File: src/rtl/fp16_defs.sv
// fp16_defs: shared FP16 field widths, special encodings and accumulator FSM states
package fp16_defs;
   localparam int EXP_W = 5;
   localparam int MAN_W = 10;
   localparam int BIAS  = 15;
   localparam logic [15:0] FP16_PINF = 16'h7C00;
   localparam logic [15:0] FP16_NINF = 16'hFC00;
   localparam logic [15:0] FP16_QNAN = 16'h7E00;
   localparam logic [15:0] FP16_ZERO = 16'h0000;
   typedef enum logic [2:0] {S_IDLE, S_ALIGN, S_ADD, S_NORM, S_RESULT, S_OUT} state_e;
endpackage

File: src/rtl/fp16_align_shift.sv
// fp16_align_shift: decode two FP16 operands, order by magnitude, align the smaller, flag infinities
module fp16_align_shift
   import fp16_defs::*;
(
   input  logic [15:0]      a_i,
   input  logic [15:0]      b_i,
   output logic [MAN_W:0]   sig_big_o,
   output logic [MAN_W:0]   sig_small_o,
   output logic [EXP_W-1:0] exp_big_o,
   output logic             sign_o,
   output logic             sub_o,
   output logic             special_o,
   output logic [15:0]      special_val_o
);
   logic             a_zero, b_zero, a_inf, b_inf, a_big;
   logic [EXP_W-1:0] ea, eb, diff;
   logic [MAN_W:0]   sa, sb, small_raw;
   assign a_zero = a_i[14:10] == '0;
   assign b_zero = b_i[14:10] == '0;
   assign a_inf  = &a_i[14:10];
   assign b_inf  = &b_i[14:10];
   assign ea = a_zero ? '0 : a_i[14:10];
   assign eb = b_zero ? '0 : b_i[14:10];
   assign sa = a_zero ? '0 : {1'b1, a_i[9:0]};
   assign sb = b_zero ? '0 : {1'b1, b_i[9:0]};
   assign a_big       = {ea, sa} >= {eb, sb};
   assign exp_big_o   = a_big ? ea : eb;
   assign sig_big_o   = a_big ? sa : sb;
   assign small_raw   = a_big ? sb : sa;
   assign diff        = exp_big_o - (a_big ? eb : ea);
   assign sig_small_o = diff >= 5'd12 ? '0 : small_raw >> diff;
   assign sign_o      = a_big ? a_i[15] : b_i[15];
   assign sub_o       = a_i[15] ^ b_i[15];
   assign special_o   = a_inf | b_inf;
   assign special_val_o = (a_inf & b_inf & (a_i[15] ^ b_i[15])) ? FP16_QNAN :
                          (a_inf ? a_i[15] : b_i[15]) ? FP16_NINF : FP16_PINF;
endmodule

File: src/rtl/fp16_accum_stage.sv
// fp16_accum_stage: accumulate FP16 product terms into a running sum and emit it on the last term
module fp16_accum_stage
   import fp16_defs::*;
#(
   parameter int CNT_W = 8
)(
   input  logic             clk,
   input  logic             rst_n,
   input  logic             in_valid,
   output logic             in_ready,
   input  logic [15:0]      in_data,
   input  logic             in_last,
   output logic             out_valid,
   input  logic             out_ready,
   output logic [15:0]      out_data,
   output logic [CNT_W-1:0] out_count
);
   state_e           state_q, state_d;
   logic [15:0]      acc_q, acc_d, op_q, op_d, res_q, res_d, al_special_val;
   logic [CNT_W-1:0] count_q, count_d;
   logic             last_q, last_d, sign_q, sign_d, sub_q, sub_d;
   logic             in_ready_q, out_valid_q, al_sign, al_sub, al_special;
   logic [MAN_W:0]   big_q, big_d, small_q, small_d, al_big, al_small;
   logic [MAN_W+1:0] sum_q, sum_d;
   logic [EXP_W:0]   exp_q, exp_d, exp_inc;
   logic [EXP_W-1:0] al_exp;
   fp16_align_shift u_align (
      .a_i(acc_q), .b_i(op_q), .sig_big_o(al_big), .sig_small_o(al_small), .exp_big_o(al_exp),
      .sign_o(al_sign), .sub_o(al_sub), .special_o(al_special), .special_val_o(al_special_val)
   );
   assign exp_inc   = exp_q + 6'd1;
   assign in_ready  = in_ready_q;
   assign out_valid = out_valid_q;
   assign out_data  = acc_q;
   assign out_count = count_q;
   // next-state and datapath: latch, align, add, normalise one bit per cycle, commit, present
   always_comb begin
      state_d = state_q;
      acc_d   = acc_q;
      op_d    = op_q;
      res_d   = res_q;
      count_d = count_q;
      last_d  = last_q;
      sign_d  = sign_q;
      sub_d   = sub_q;
      big_d   = big_q;
      small_d = small_q;
      sum_d   = sum_q;
      exp_d   = exp_q;
      case (state_q)
         S_IDLE: if (in_valid && in_ready_q) begin
            op_d    = in_data;
            last_d  = in_last;
            count_d = &count_q ? count_q : count_q + CNT_W'(1);
            state_d = S_ALIGN;
         end
         S_ALIGN: begin
            big_d   = al_big;
            small_d = al_small;
            exp_d   = {1'b0, al_exp};
            sign_d  = al_sign;
            sub_d   = al_sub;
            res_d   = al_special_val;
            state_d = al_special ? S_RESULT : S_ADD;
         end
         S_ADD: begin
            sum_d   = sub_q ? {1'b0, big_q} - {1'b0, small_q} : {1'b0, big_q} + {1'b0, small_q};
            state_d = S_NORM;
         end
         S_NORM: begin
            state_d = S_RESULT;
            if (sum_q[11])
               res_d = exp_inc >= 6'd31 ? (sign_q ? FP16_NINF : FP16_PINF) : {sign_q, exp_inc[4:0], sum_q[10:1]};
            else if (sum_q == '0 || (!sum_q[10] && exp_q <= 6'd1))
               res_d = FP16_ZERO;
            else if (sum_q[10])
               res_d = {sign_q, exp_q[4:0], sum_q[9:0]};
            else begin
               sum_d   = sum_q << 1;
               exp_d   = exp_q - 6'd1;
               state_d = S_NORM;
            end
         end
         S_RESULT: begin
            acc_d   = res_q;
            state_d = last_q ? S_OUT : S_IDLE;
         end
         S_OUT: if (out_ready) begin
            acc_d   = FP16_ZERO;
            count_d = '0;
            state_d = S_IDLE;
         end
         default: state_d = S_IDLE;
      endcase
   end
   // control state, accumulator, term count and registered handshake flags
   always_ff @(posedge clk) begin
      if (!rst_n) begin
         state_q     <= S_IDLE;
         acc_q       <= FP16_ZERO;
         count_q     <= '0;
         in_ready_q  <= 1'b0;
         out_valid_q <= 1'b0;
      end else begin
         state_q     <= state_d;
         acc_q       <= acc_d;
         count_q     <= count_d;
         in_ready_q  <= state_d == S_IDLE;
         out_valid_q <= state_d == S_OUT;
      end
   end
   // operand and intermediate datapath registers; only meaningful once the FSM has loaded them
   always_ff @(posedge clk) begin
      op_q    <= op_d;
      res_q   <= res_d;
      last_q  <= last_d;
      sign_q  <= sign_d;
      sub_q   <= sub_d;
      big_q   <= big_d;
      small_q <= small_d;
      sum_q   <= sum_d;
      exp_q   <= exp_d;
   end
endmodule
File: config.mk
export PLATFORM = sky130hd
export DESIGN_NAME = fp16_accum_stage
export DESIGN_NICKNAME = d
export VERILOG_FILES = /design/src/rtl/fp16_defs.sv /design/src/rtl/fp16_align_shift.sv /design/src/rtl/fp16_accum_stage.sv
export SDC_FILE = /design/constraint.sdc
export NUM_CORES = 1
export LEC_CHECK = 0
export CAP_MARGIN = 20
export CORE_ASPECT_RATIO = 0.75
export CORE_MARGIN = 2
export CORE_UTILIZATION = 60
export DETAILED_ROUTE_END_ITERATION = 6
export PLACE_DENSITY = 0.87
export SLEW_MARGIN = 20
export SYNTH_ARGS = -nofsm -noshare
export SYNTH_HDL_FRONTEND = slang
export SYNTH_HIERARCHICAL = 1
export SYNTH_SLANG_ARGS = --single-unit
File: constraint.sdc
create_clock -name clk -period 5.35 [get_ports clk]
set_input_delay 0.8025 -clock clk [delete_from_list [all_inputs] [get_ports clk]]
set_output_delay 0.8025 -clock clk [all_outputs]
set_load 0.02 [all_outputs]
==> results of run 1 <==
==> metal layers <==
| layer | GRT usage (%) | wire (um) | share of wire (%) | up-vias |
|---|---|---|---|---|
| met5 | 0 | 0 | 0 | - |
| met4 | 10.74 | 582 | 3.4 | 0 |
| met3 | 5.892 | 1600 | 9.4 | 52 |
| met2 | 46.98 | 7810 | 46 | 343 |
| met1 | 37.34 | 6963 | 41 | 2680 |
| li1 | - | - | - | 2528 |
==> state kept, by name, summed over array words and instances (netlist names), 3 cells and up <==
signal,cells
small_q,11
big_q,11
exp_q,6
op_q,16
out_data,16
res_q,16
state_q,3
out_count,8
sum_q,12
==> cells in the final DEF, fill, tap and decap left out, drive strengths merged, types with 8 or more instances in the layout <==
cell type,n
edfxtp,75
nand2,62
nor2,50
clkdlybuf4s50,46
o21ai,44
ha,33
inv,32
dfxtp,29
nor2b,27
nand3,22
mux2i,20
a21oi,20
nor3,19
a22oi,16
xor2,15
conb,14
xnor2,13
a31oi,13
and2,13
nand2b,11
clkbuf,11
a221o,10
o21a,9
nor4,8
==> power breakdown <==
| part | internal, W | switching (W) |
|---|---|---|
| Sequential | 0.000948 | 0.0000502 |
| Clock | 0.000321 | 0.000308 |
| Combinational | 0.000178 | 0.000271 |
==> cells by family (layout without fill, tap and decap cells) <==
family	Yosys count	count (layout)	synth area share, %
other	2	14	0.1132
adder cells (fa/ha/maj)	35	35	6.694
AO/OA/AOI/OAI	162	162	17.07
multiplexers	24	24	3.696
flip-flops	104	104	42.69
buffers and inverters	84	98	6.223
AND/OR/NAND/NOR	250	250	19.82
XOR/XNOR	28	28	3.696
==> area by class of cell <==
cell class	count	area (sq um)
fill	817	3507
multi-input combinational	513	3453
sequential	104	2833
timing repair buffer	52	505.5
clock buffer	11	232.7
tap	140	175.2
inverter	30	112.6
clock inverter	5	40.04
==> worst max path at each step <==
| stage | cells past startpoint | endpoint | slack (ns) |
|---|---|---|---|
| 6_report | 16 | small_q[5] | 0.55 |
| 5_1_grt | 16 | small_q[5] | 0.14 |
| 4_1_cts | 14 | small_q[0] | 0.72 |
| 3_5_place_dp | 15 | small_q[0] | 0.77 |
| 3_3_place_gp | 16 | small_q[5] | 1.06 |
| 2_1_floorplan | 19 | small_q[5] | 1.34 |
==> metrics by stage <==
step	area, sq um	util (%)	power (W)	std cells
global route	7352	67.70	0.002147	855
floorplan	6680	-	0.001327	701
finish	7352	67.70	0.002075	855
global placement	7061	65.02	0.001421	839
detailed placement	7061	65.02	0.001444	839
CTS	7333	67.53	0.002062	855
==> critical path: stages, from the launching register on <==
cell       delay [ns]
dfxtp_1          0.38
nor3_2           0.26
nand2_1          0.37
nand2_1          0.21
inv_1            0.07
ha_1             0.31
a21oi_1          0.17
o22ai_1          0.14
o41ai_2          0.39
o211ai_4         0.14
mux2i_1          0.35
ha_1             0.54
nand2b_1         0.31
o22ai_1          0.10
nor3_1           0.32
nor2_1           0.08
a2111oi_1        0.40
==> results.json, run 1 <==
{
  "start_util_pct": 61.10,
  "gp_congestion": 0.9730,
  "setup_tns_ns": 0,
  "rsz0062_at_grt": "no",
  "syn_area_sq_mm": 0.006635,
  "nets": 765,
  "postSynthAreaPerCell_sq_um": 9.630,
  "synth_cell_types": 71,
  "cts_buffers": 9,
  "synth_top_area_share_pct": 33.94,
  "rr_startpoint": "out_data[10]",
  "dieArea_sq_mm": 0.01192,
  "syn_to_final_growth_pct": 10.81,
  "ys_warn_count": 6,
  "grt_usage_pct": 28.39,
  "timing.fmax_mhz": 208.2,
  "clk_root_buffer_cell": "clkbuf_16",
  "grt_max_degree": 50,
  "finalCriticalPeriod_ns": 4.804,
  "synth-edff-count": 75,
  "max_cap_violations": 0,
  "path_max_fanout": 15,
  "hpwl_mm": 12.06,
  "crit_required_ns": 5.44,
  "crit_arrival_ns": 4.89,
  "min_from": "res_q[0]",
  "ff2ff_path_depth": 16,
  "overflow": 0,
  "cts_tree": "done",
  "start_kind": "register",
  "die_y_um": 95.07,
  "hold_depth": 2,
  "port_buffers": 46,
  "grt_pass1_vias": 5333,
  "dieWidth_um": 125.4,
  "ys_ff_latch": 104,
  "coreArea_sq_mm": 0.01086,
  "row_count": 33,
  "post-cts-setup-buffers": 0,
  "cts-resized-gates": 0,
  "cp-startpoint": "out_data[10]",
  "ir_drop_mv": 0.1963,
  "antenna_found_initial": 0,
  "report.final.slew_viol_count": 0,
  "preCtsSetupSlack_ns": 0.7707,
  "hp-class": "reg -> reg",
  "seq_area_frac_synth_pct": 42.69,
  "min_period_over_period_pct": 89.79,
  "synthMostInstantiatedCell": "edfxtp_1",
  "synthTopCellsByArea": "edfxtp_1 (34%), dfxtp_1 (8.7%), ha_1 (6.2%), nand2_1 (3.5%), o21ai_0 (3.2%)",
  "synth_ff_type": "edfxtp_1",
  "htreeDepth": 3,
  "min_to": "out_data[0]",
  "clockBufferDepth": 2,
  "vias": 5603,
  "ioPinCount": 47,
  "ctsHoldBuffers": 0,
  "path_class": "reg -> reg",
  "powerDensity_mw_per_mm2": 282.2,
  "worst_slew_margin_rel_pct": 37.60,
  "fin_skew_ns": 0.01035,
  "antenna_cells": 0,
  "r2r_end": "small_q[5]",
  "cts_sinks": 104,
  "clk_latency_ns": 0.35,
  "grt_pass1_wl_mm": 26.59,
  "synthArstFlopShare_pct": 0,
  "setup_violations": 0,
  "drt_first_pass_iters": 6,
  "routed_wirelength_mm": 16.96,
  "drc": 0,
  "fin_ws_ns": 0.5461,
  "synthTopCellsByCount": "edfxtp_1 (75), nand2_1 (62), nor2_1 (50)",
  "outcome": "finished clean",
  "fin_worst_hold_slack_ns": 0.5446,
  "synth_cells": 689,
  "viasPerCell": 6.553,
  "path_clk_slew_ns": 0.07,
  "tightest_slew_ns": 0.9349,
  "post_drt_wl_per_cell_um": 19.83,
  "drt_iter0_drc": 738,
  "leakage_nw": 2.699,
  "hold_viol_final": 0,
  "antenna_left": 0,
  "drive_gt1_share_pct": 6.434,
  "cp-end-kind": "register",
  "yosysTopAreaCell": "edfxtp_1",
  "reg2reg_setup_slack_ns": 0.55
}
No activity file was read; power rests on OpenSTA's default activity.
==> run 2: changes to the inputs <==
--- a/config.mk
+++ b/config.mk
@@ -8,9 +8,9 @@
 export CAP_MARGIN = 20
 export CORE_ASPECT_RATIO = 0.75
 export CORE_MARGIN = 2
-export CORE_UTILIZATION = 60
+export CORE_UTILIZATION = 55
 export DETAILED_ROUTE_END_ITERATION = 6
-export PLACE_DENSITY = 0.87
+export PLACE_DENSITY = 0.81
 export SLEW_MARGIN = 20
 export SYNTH_ARGS = -nofsm -noshare
 export SYNTH_HDL_FRONTEND = slang
==> run 2 against run 1 <==
- total power is 1.6% higher
- cell count grew 2.6%
- worst setup slack better by 0.35 ns
- via count shrank 4.1%
- first-iteration DRC count fell by 29%
- register-to-register slack better by 0.35 ns
- sequential share of layout area shrank 0.27 points
- final area grew 0.70%
- global-route usage fell by 2.1 points
- wire length down 4.1%
- critical path type unchanged
- largest power group unchanged
- highest routed layer unchanged
==> results.json, run 2 (same netlist as run 1, synthesis figures left out) <==
{
  "start_kind": "register",
  "leakage_nw": 2.721,
  "path_clk_slew_ns": 0.07,
  "dieArea_sq_mm": 0.01297,
  "coreArea_sq_mm": 0.01170,
  "tightest_slew_ns": 0.9931,
  "report.final.slew_viol_count": 0,
  "ff2ff_path_depth": 16,
  "finalCriticalPeriod_ns": 4.457,
  "routed_wirelength_mm": 16.26,
  "antenna_found_initial": 0,
  "dp.cells": 861,
  "grt_pass1_vias": 4944,
  "max_cap_violations": 0,
  "syn_to_final_growth_pct": 11.58,
  "grt_pass1_wl_mm": 26.20,
  "setup_tns_ns": 0,
  "ctsHoldBuffers": 0,
  "viasPerCell": 6.128,
  "instances_no_fill": 877,
  "rsz0062_at_grt": "no",
  "outcome": "finished clean",
  "grt_max_degree": 45,
  "clk_latency_ns": 0.35,
  "hold_viol_final": 0,
  "worst_slew_margin_rel_pct": 33.09,
  "cts-resized-gates": 0,
  "clockBufferDepth": 2,
  "ir_drop_mv": 0.2009,
  "row_count": 34,
  "timing.fmax_mhz": 224.4,
  "antenna_cells": 0,
  "htreeDepth": 3,
  "crit_required_ns": 5.50,
  "cts_tree": "done",
  "final_common_cell": "edfxtp_1",
  "path_max_fanout": 15,
  "nets": 765,
  "post_drt_wl_per_cell_um": 18.54,
  "gp_congestion": 0.9789,
  "fin_skew_ns": 0.003909,
  "hp-class": "reg -> reg",
  "dieWidth_um": 130.8,
  "min_period_over_period_pct": 83.30,
  "setup_violations": 0,
  "vias": 5374,
  "drc": 0,
  "ioPinCount": 47,
  "clk_root_buffer_cell": "clkbuf_16",
  "hold_depth": 2,
  "final_cell_mix": "edfxtp_1 (75), nand2_1 (62), nor2_1 (49)",
  "cts_sinks": 104,
  "port_buffers": 46,
  "start_util_pct": 56.72,
  "post-cts-setup-buffers": 0,
  "powerDensity_mw_per_mm2": 284.8,
  "drt_iter0_drc": 527,
  "cts_buffers": 9,
  "die_y_um": 99.12,
  "path_class": "reg -> reg",
  "overflow": 0,
  "crit_arrival_ns": 4.60,
  "drive_gt1_share_pct": 6.573,
  "grt_usage_pct": 26.24,
  "hpwl_mm": 12.01,
  "cp-end-kind": "register",
  "drt_first_pass_iters": 5,
  "antenna_left": 0
}
==> run 2: cell type report <==
cell class | instances | area (sq um)
clock buffers | 10 | 239.0
clock inverters | 6 | 57.56
fillers | 955 | 4295
inverters | 30 | 112.6
multi-input cells | 513 | 3453
flip-flops and latches | 104 | 2833
well taps | 162 | 202.7
repair buffers | 52 | 505.5
==> run 2: critical path: stages (launching register included) <==
cell	delay [ns]
dfxtp_1	0.38
nor3_2	0.27
nand2_1	0.31
nand2_1	0.22
inv_1	0.08
ha_1	0.32
and4_1	0.23
a21o_1	0.18
o21ai_1	0.21
o211ai_4	0.16
mux2i_1	0.21
ha_1	0.62
nand2b_1	0.29
o22ai_1	0.10
nor3_1	0.35
nor2_1	0.07
a2111oi_1	0.24
==> run 2: stage by stage <==
step           total power [W]  instance area, sq um  worst slack, ns  hold WS, ns  util, %
2_1_floorplan         0.001327                  6680            1.344       0.4946        -
6_report              0.002109                  7403           0.8935       0.5307    63.28
4_1_cts               0.002107                  7385           0.9820       0.5341    63.12
3_3_place_gp          0.001430                  7088            1.210       0.5055    60.59
5_1_grt               0.002200                  7403           0.5069       0.5647    63.28
3_5_place_dp          0.001448                  7088            1.029       0.5134    60.59
==> run 2: final timing paths <==
path                      from     endpoint  slack [ns]
setup / recovery  out_data[10]   small_q[5]        0.89
hold / removal        res_q[4]  out_data[4]        0.53
setup reg to reg  out_data[10]   small_q[5]        0.89
hold reg to reg       res_q[4]  out_data[4]        0.53
==> run 2: per-layer routing <==
| layer | global-route usage [%] | routed length (um) |
|---|---|---|
| met5 | 0 | 0 |
| met4 | 6.547 | 242 |
| met3 | 5.056 | 1226 |
| met2 | 38.82 | 7225 |
| met1 | 39.81 | 7562 |
==> run 2: power by group <==
group | switching, W | internal, W | total (W)
registers | 0.0000521 | 0.000948 | 0.00100
clock network | 0.000292 | 0.000373 | 0.000666
logic | 0.000265 | 0.000178 | 0.000442
==> run 3: changes to the inputs <==
==> constraint.sdc (replaced) <==
create_clock -name clk -period 4.7 [get_ports clk]
set_input_delay 0.705 -clock clk [delete_from_list [all_inputs] [get_ports clk]]
set_output_delay 0.705 -clock clk [all_outputs]
set_load 0.02 [all_outputs]
==> run 3 against run 2 <==
- final area up 0.90%
- clock power is 10% higher
- worst setup slack worse by 0.53 ns
- wire length shrank 0.47%
- count of clock-buffer cells in the layout decreased by 1
- register-to-register slack worse by 0.53 ns
- fmax increased by 2.8%
- first-iteration DRC count is 43% higher
- critical path depth up 1
- critical path type unchanged
==> results.json, run 3 (same netlist as run 1, synthesis figures left out) <==
{
  "dieWidth_um": 130.8,
  "routed_wirelength_mm": 16.18,
  "grt_pass1_vias": 4847,
  "setup_violations": 0,
  "powerDensity_mw_per_mm2": 320.1,
  "clockBufferDepth": 2,
  "drc": 0,
  "final_util_pct": 63.85,
  "cp-end-kind": "register",
  "overflow": 0,
  "slowest_stage": "edfxtp_1",
  "fin_skew_ns": 0.01104,
  "timing.fmax_mhz": 230.6,
  "die_y_um": 99.12,
  "antenna_cells": 0,
  "reg2reg_setup_slack_ns": 0.36,
  "row_count": 34,
  "hp-class": "reg -> reg",
  "crit_arrival_ns": 4.53,
  "setup_tns_ns": 0,
  "vias": 5452,
  "antenna_left": 0,
  "cts_tree": "done",
  "start_kind": "register",
  "nets": 775,
  "crit_required_ns": 4.90,
  "clk_root_buffer_cell": "clkbuf_16",
  "port_buffers": 46,
  "fin_worst_hold_slack_ns": 0.5397,
  "worstPathCellList": "nor3_1 > nand2_1 > buf_4 > nand2_1 > ha_1 > a21oi_1 > o22ai_1 > o41ai_2 > o211ai_4 > mux2i_1 > ha_1 > buf_4 > nand2_1 > o22ai_1 > nor3_1 > nand3b_1 > a31oi_1",
  "cts_sinks": 104,
  "drt_iter0_drc": 755,
  "tightest_slew_ns": 0.9160,
  "path_clk_slew_ns": 0.08,
  "dieArea_sq_mm": 0.01297,
  "worst_slew_margin_rel_pct": 38.87,
  "report.final.slew_viol_count": 0,
  "final_common_cell": "edfxtp_1",
  "viasPerCell": 6.147,
  "syn_to_final_growth_pct": 12.58,
  "cp-startpoint": "op_q[13]",
  "path_max_fanout": 10,
  "leakage_nw": 2.758,
  "hold_viol_final": 0,
  "ff2ff_path_depth": 17,
  "max_cap_violations": 0,
  "ioPinCount": 47,
  "cts_buffers": 9,
  "final_cell_mix": "edfxtp_1 (75), nand2_1 (61), nor2_1 (49)",
  "drt_first_pass_iters": 6,
  "slowest_delay_ns": 0.42,
  "outcome": "finished clean",
  "drive_gt1_share_pct": 8.138,
  "clk_latency_ns": 0.35,
  "rsz0062_at_grt": "no",
  "hpwl_mm": 12.11,
  "r2r_end": "small_q[2]",
  "grt_usage_pct": 25.94,
  "grt_max_degree": 35,
  "min_period_over_period_pct": 92.28,
  "coreArea_sq_mm": 0.01170,
  "rr_startpoint": "op_q[13]",
  "path_class": "reg -> reg",
  "cp-endpoint": "small_q[2]",
  "grt_pass1_wl_mm": 25.97,
  "post_drt_wl_per_cell_um": 18.24,
  "antenna_found_initial": 0,
  "finalCriticalPeriod_ns": 4.337,
  "min_from": "res_q[0]",
  "htreeDepth": 3,
  "fill_cells": 913,
  "ir_drop_mv": 0.2107,
  "start_util_pct": 56.72,
  "gp_congestion": 0.9887,
  "crit_path_frequent_cell": "nand2_1"
}
run 3: layout make-up:
type | instances | area, sq um | area share, %
multi-input combinational | 513 | 3456 | 46.26
sequential | 104 | 2833 | 37.92
timing repair buffer | 62 | 578.1 | 7.739
clock buffer | 9 | 225.2 | 3.015
tap | 162 | 202.7 | 2.714
inverter | 30 | 112.6 | 1.508
clock inverter | 7 | 62.56 | 0.8375
run 3: worst min path at each step:
stage / end / slack (ns) / cells past startpoint
2_1_floorplan: out_data[0] / 0.49 / 2
3_3_place_gp: out_data[15] / 0.50 / 2
3_5_place_dp: out_data[1] / 0.51 / 2
4_1_cts: out_data[11] / 0.54 / 2
5_1_grt: out_data[3] / 0.57 / 2
6_report: out_data[0] / 0.54 / 2
run 3: metal layers:
metal | up-vias | GRT usage [%] | share of wire, %
met5 | - | 0 | 0
li1 | 2569 | - | -
met4 | 0 | 5.892 | 1.6
met2 | 294 | 38.10 | 44
met1 | 2555 | 39.97 | 46
met3 | 34 | 4.949 | 9.1
run 3: worst max-delay path, delay by kind of cell (launching register included):
family,cells,cell delay [ns]
AOI/OAI and AO/OA,6,1.18
adders and majority gates,2,0.63
buffers and inverters,2,0.41
DFF,1,0.42
muxes,1,0.33
and+or+nand+nor,6,1.20
run 3: what timing repair did:
item | 4_1_cts | 5_1_grt
endpoints found under the setup margin | 0 | 6
hold buffers | 0 | 0
resized for setup | 0 | 1
buffers inserted | 0 | 4
hold endpoints to repair | 0 | 0
run 3: stage by stage:
| step | std cells | setup slack, ns | power (W) | area (sq um) |
|---|---|---|---|---|
| 5_1_grt | 887 | 0.02765 | 0.002496 | 7470 |
| 3_5_place_dp | 866 | 0.3502 | 0.001654 | 7132 |
| 3_3_place_gp | 866 | 0.5447 | 0.001633 | 7126 |
| 2_1_floorplan | 701 | 0.6940 | 0.001510 | 6680 |
| 4_1_cts | 882 | 0.2936 | 0.002379 | 7420 |
| 6_report | 887 | 0.3630 | 0.002391 | 7470 |
run 3: power breakdown:
| group | switching [W] | leakage, nW | internal (W) |
|---|---|---|---|
| logic | 0.000305 | 1.70 | 0.000214 |
| registers | 0.0000585 | 0.922 | 0.00108 |
| clock network | 0.000364 | 0.139 | 0.000370 |
==> RTL change, RTL diff (flow settings as in run 1) <==
Register the output `out_count` once more, cleared by the reset; this adds one clock of latency there. The other outputs are not delayed to match.
--- a/src/rtl/fp16_accum_stage.sv
+++ b/src/rtl/fp16_accum_stage.sv
@@ -33,5 +33,11 @@
    assign out_valid = out_valid_q;
    assign out_data  = acc_q;
-   assign out_count = count_q;
+   always_ff @(posedge clk) begin
+      if (!rst_n) begin
+         out_count <= '0;
+      end else begin
+         out_count <= count_q;
+      end
+   end
    // next-state and datapath: latch, align, add, normalise one bit per cycle, commit, present
    always_comb begin
Formal check against the unedited RTL: not equivalent (a bounded check fails within 4 cycles, from zero or initial values and one cycle with rst_n low).
==> RTL change against run 1 <==
Critical endpoint unchanged; global-route usage down 0.16 points; critical path depth did not move; largest cell class unchanged; wire length grew 4.4%; hold slack worse by 0.018 ns; synthesized cell count up 9.1%; area after synthesis is 8.4% higher; highest routed layer unchanged; design area is 7.6% higher; final cell count up 9.7%; sequential cell count rose by 8; sequential share of layout area down 0.71 points; setup slack got worse by 0.081 ns; via count grew 3.7%.
Power is not compared: it rests on default switching activity, and its combinational part moved more than twofold at a synthesized area within 25%.
==> RTL change: results (changes against run 1) <==
.. list-table::
   :header-rows: 1

   * - Metric
     - Value
   * - Met2 wire length
     - 7700 um (was 7810 um)
   * - Placer Congestion
     - 0.991 (was 0.973)
   * - Top cells by instance count after synthesis
     - sky130_fd_sc_hd__nand2_1, sky130_fd_sc_hd__edfxtp_1, sky130_fd_sc_hd__nor2_1 (was sky130_fd_sc_hd__edfxtp_1, sky130_fd_sc_hd__nand2_1, sky130_fd_sc_hd__nor2_1)
   * - Hold Crit Depth
     - 1 (was 2)
   * - Number of standard cells in the final layout excluding fillers
     - 938 (was 855)
   * - Global-route usage over all layers
     - 28.2% (was 28.4%)
   * - Drt first-iter violations
     - 712 (was 738)
   * - Detailed placer's ending HPWL
     - 13,000 um (was 12,100 um)
   * - Placed cell areas
     - 7610 sq um (was 7060 sq um)
   * - Portion of the post-synthesis area used by sequential elements
     - 41.6% (was 42.7%)
   * - Aggregate routed wire length
     - 17,700 um (was 17,000 um)
   * - Cells taking the most area after synthesis
     - sky130_fd_sc_hd__edfxtp_1, sky130_fd_sc_hd__dfxtp_1, sky130_fd_sc_hd__ha_1, sky130_fd_sc_hd__nand2_1, sky130_fd_sc_hd__nor2_1 (was sky130_fd_sc_hd__edfxtp_1, sky130_fd_sc_hd__dfxtp_1, sky130_fd_sc_hd__ha_1, sky130_fd_sc_hd__nand2_1, sky130_fd_sc_hd__o21ai_0)
   * - Count of different cell masters after synthesis
     - 84 (was 71)
   * - Biggest fanout along the worst timing path
     - 16 (was 15)
   * - Final Hold Viols
     - 0 (unchanged)
   * - Warning count from the yosys run
     - 6 (unchanged)
   * - Post-cts resize count
     - 0 (unchanged)
   * - Hold worst-path end
     - out_count[7] (was out_data[0])
   * - Slew @ Worst Pin
     - 0.888 ns (was 0.935 ns)
   * - Final-stage net count
     - 826 (was 765)
   * - Root buffer cell
     - sky130_fd_sc_hd__clkbuf_16 (unchanged)
   * - Met3 routing resource usage after global routing
     - 7.49% (was 5.89%)
   * - Number of global-route vias before repair
     - 5,260 (was 5,333)
   * - First-pass iteration count of the detailed router
     - 7 (was 6)
   * - Number of standard cells after synthesis
     - 752 (was 689)
   * - Critical path data arrival time
     - 4.97 ns (was 4.89 ns)
   * - Average via count per standard cell
     - 6.19 (was 6.55)
   * - Run status
     - completed (unchanged)
   * - Slack of the worst reg-to-reg path
     - 0.47 ns (was 0.55 ns)
   * - Met3 layer wire length in the routed design
     - 1730 um (was 1600 um)
   * - Hold Path Origin
     - count_q[7] (was res_q[0])
   * - Post-synthesis to final-layout area growth
     - 10.0% (was 10.8%)
   * - DRT met1 WL
     - 7980 um (was 6960 um)
   * - M1 GR Usage
     - 42.0% (was 37.3%)
   * - Fraction of final layout cells sized beyond drive strength 1
     - 9.02% (was 6.43%)
   * - First-pass GRT wire length
     - 27,900 um (was 26,600 um)
   * - Met2 layer usage reported by global route
     - 41.8% (was 47.0%)
   * - Maximum number of pins on one net before global-route repair
     - 47 (was 50)
   * - # placed instances
     - 922 (was 839)
   * - WHS
     - 0.526 ns (was 0.545 ns)
   * - Post-Route Skew
     - 0.0133 ns (was 0.0103 ns)
[RTL change: changes by cell type after synthesis, moves of 10 or more]
| cell | run 1 | this run |
|---|---|---|
| sky130_fd_sc_hd__clkbuf_1 | 30 | 20 |
| sky130_fd_sc_hd__xor2_1 | 15 | 5 |
| sky130_fd_sc_hd__nand2_1 | 62 | 98 |
| sky130_fd_sc_hd__nand3_1 | 22 | 35 |
| sky130_fd_sc_hd__a22oi_1 | 16 | 0 |
| sky130_fd_sc_hd__nor2b_1 | 27 | 6 |
| sky130_fd_sc_hd__o221ai_2 | 0 | 10 |
| sky130_fd_sc_hd__a21boi_1 | 0 | 12 |
[RTL change: area by class of cell]
type | count | area (sq um)
multi-input combinational | 555 | 3750
clock buffer | 11 | 264
tap | 162 | 203
timing repair buffer | 54 | 520
fill | 909 | 3740
sequential | 112 | 2990
inverter | 39 | 146
clock inverter | 5 | 33.8
[RTL change: stage by stage]
step	power, mW	utilization (%)	setup slack (ns)
finish	3.07	67.9	0.465
global route	3.23	67.9	0.128
CTS	3.05	67.9	0.563
detailed placement	2.38	65.3	0.629
global placement	2.33	65.3	0.769
floorplan	2.12	-	1.34
[RTL change: cell families after synthesis]
family	synth area share (%)
simple gates	21.1
compound gates	17.4
flops	41.6
buf+inv	6.98
fa+ha+maj	6.18
xor+xnor	3.17
mux	3.41
other cells	0.104
[RTL change: worst max path at each step]
stage | from | endpoint | depth (start not counted)
2_1_floorplan | out_data[10] | small_q[5] | 19
3_3_place_gp | out_data[10] | small_q[5] | 16
3_5_place_dp | op_q[13] | small_q[5] | 16
4_1_cts | out_data[10] | small_q[5] | 16
5_1_grt | out_data[11] | small_q[5] | 16
6_report | out_data[10] | small_q[5] | 16
[RTL change: worst max-delay path: stages (launching register included)]
cell and delay (ns):
sky130_fd_sc_hd__dfxtp_1 0.39, sky130_fd_sc_hd__nor3_2 0.27, sky130_fd_sc_hd__nand2_1 0.34, sky130_fd_sc_hd__nand2_1 0.19, sky130_fd_sc_hd__inv_1 0.08, sky130_fd_sc_hd__ha_1 0.31, sky130_fd_sc_hd__a21oi_1 0.16, sky130_fd_sc_hd__o22ai_1 0.14
sky130_fd_sc_hd__o41ai_2 0.36, sky130_fd_sc_hd__o211ai_4 0.27, sky130_fd_sc_hd__mux2i_1 0.25, sky130_fd_sc_hd__ha_1 0.66, sky130_fd_sc_hd__nand2b_1 0.29, sky130_fd_sc_hd__o22ai_1 0.12, sky130_fd_sc_hd__nor3_1 0.32, sky130_fd_sc_hd__nor2_1 0.07
sky130_fd_sc_hd__a2111oi_1 0.40
[RTL change: power groups by stage]
stage	combinational, mW	sequential [mW]	clock [mW]
floorplan	0.876	1.24	0
global placement	1.03	1.30	0
detailed placement	1.08	1.31	0
CTS	1.08	1.29	0.678
global route	1.21	1.31	0.712
finish	1.10	1.30	0.675
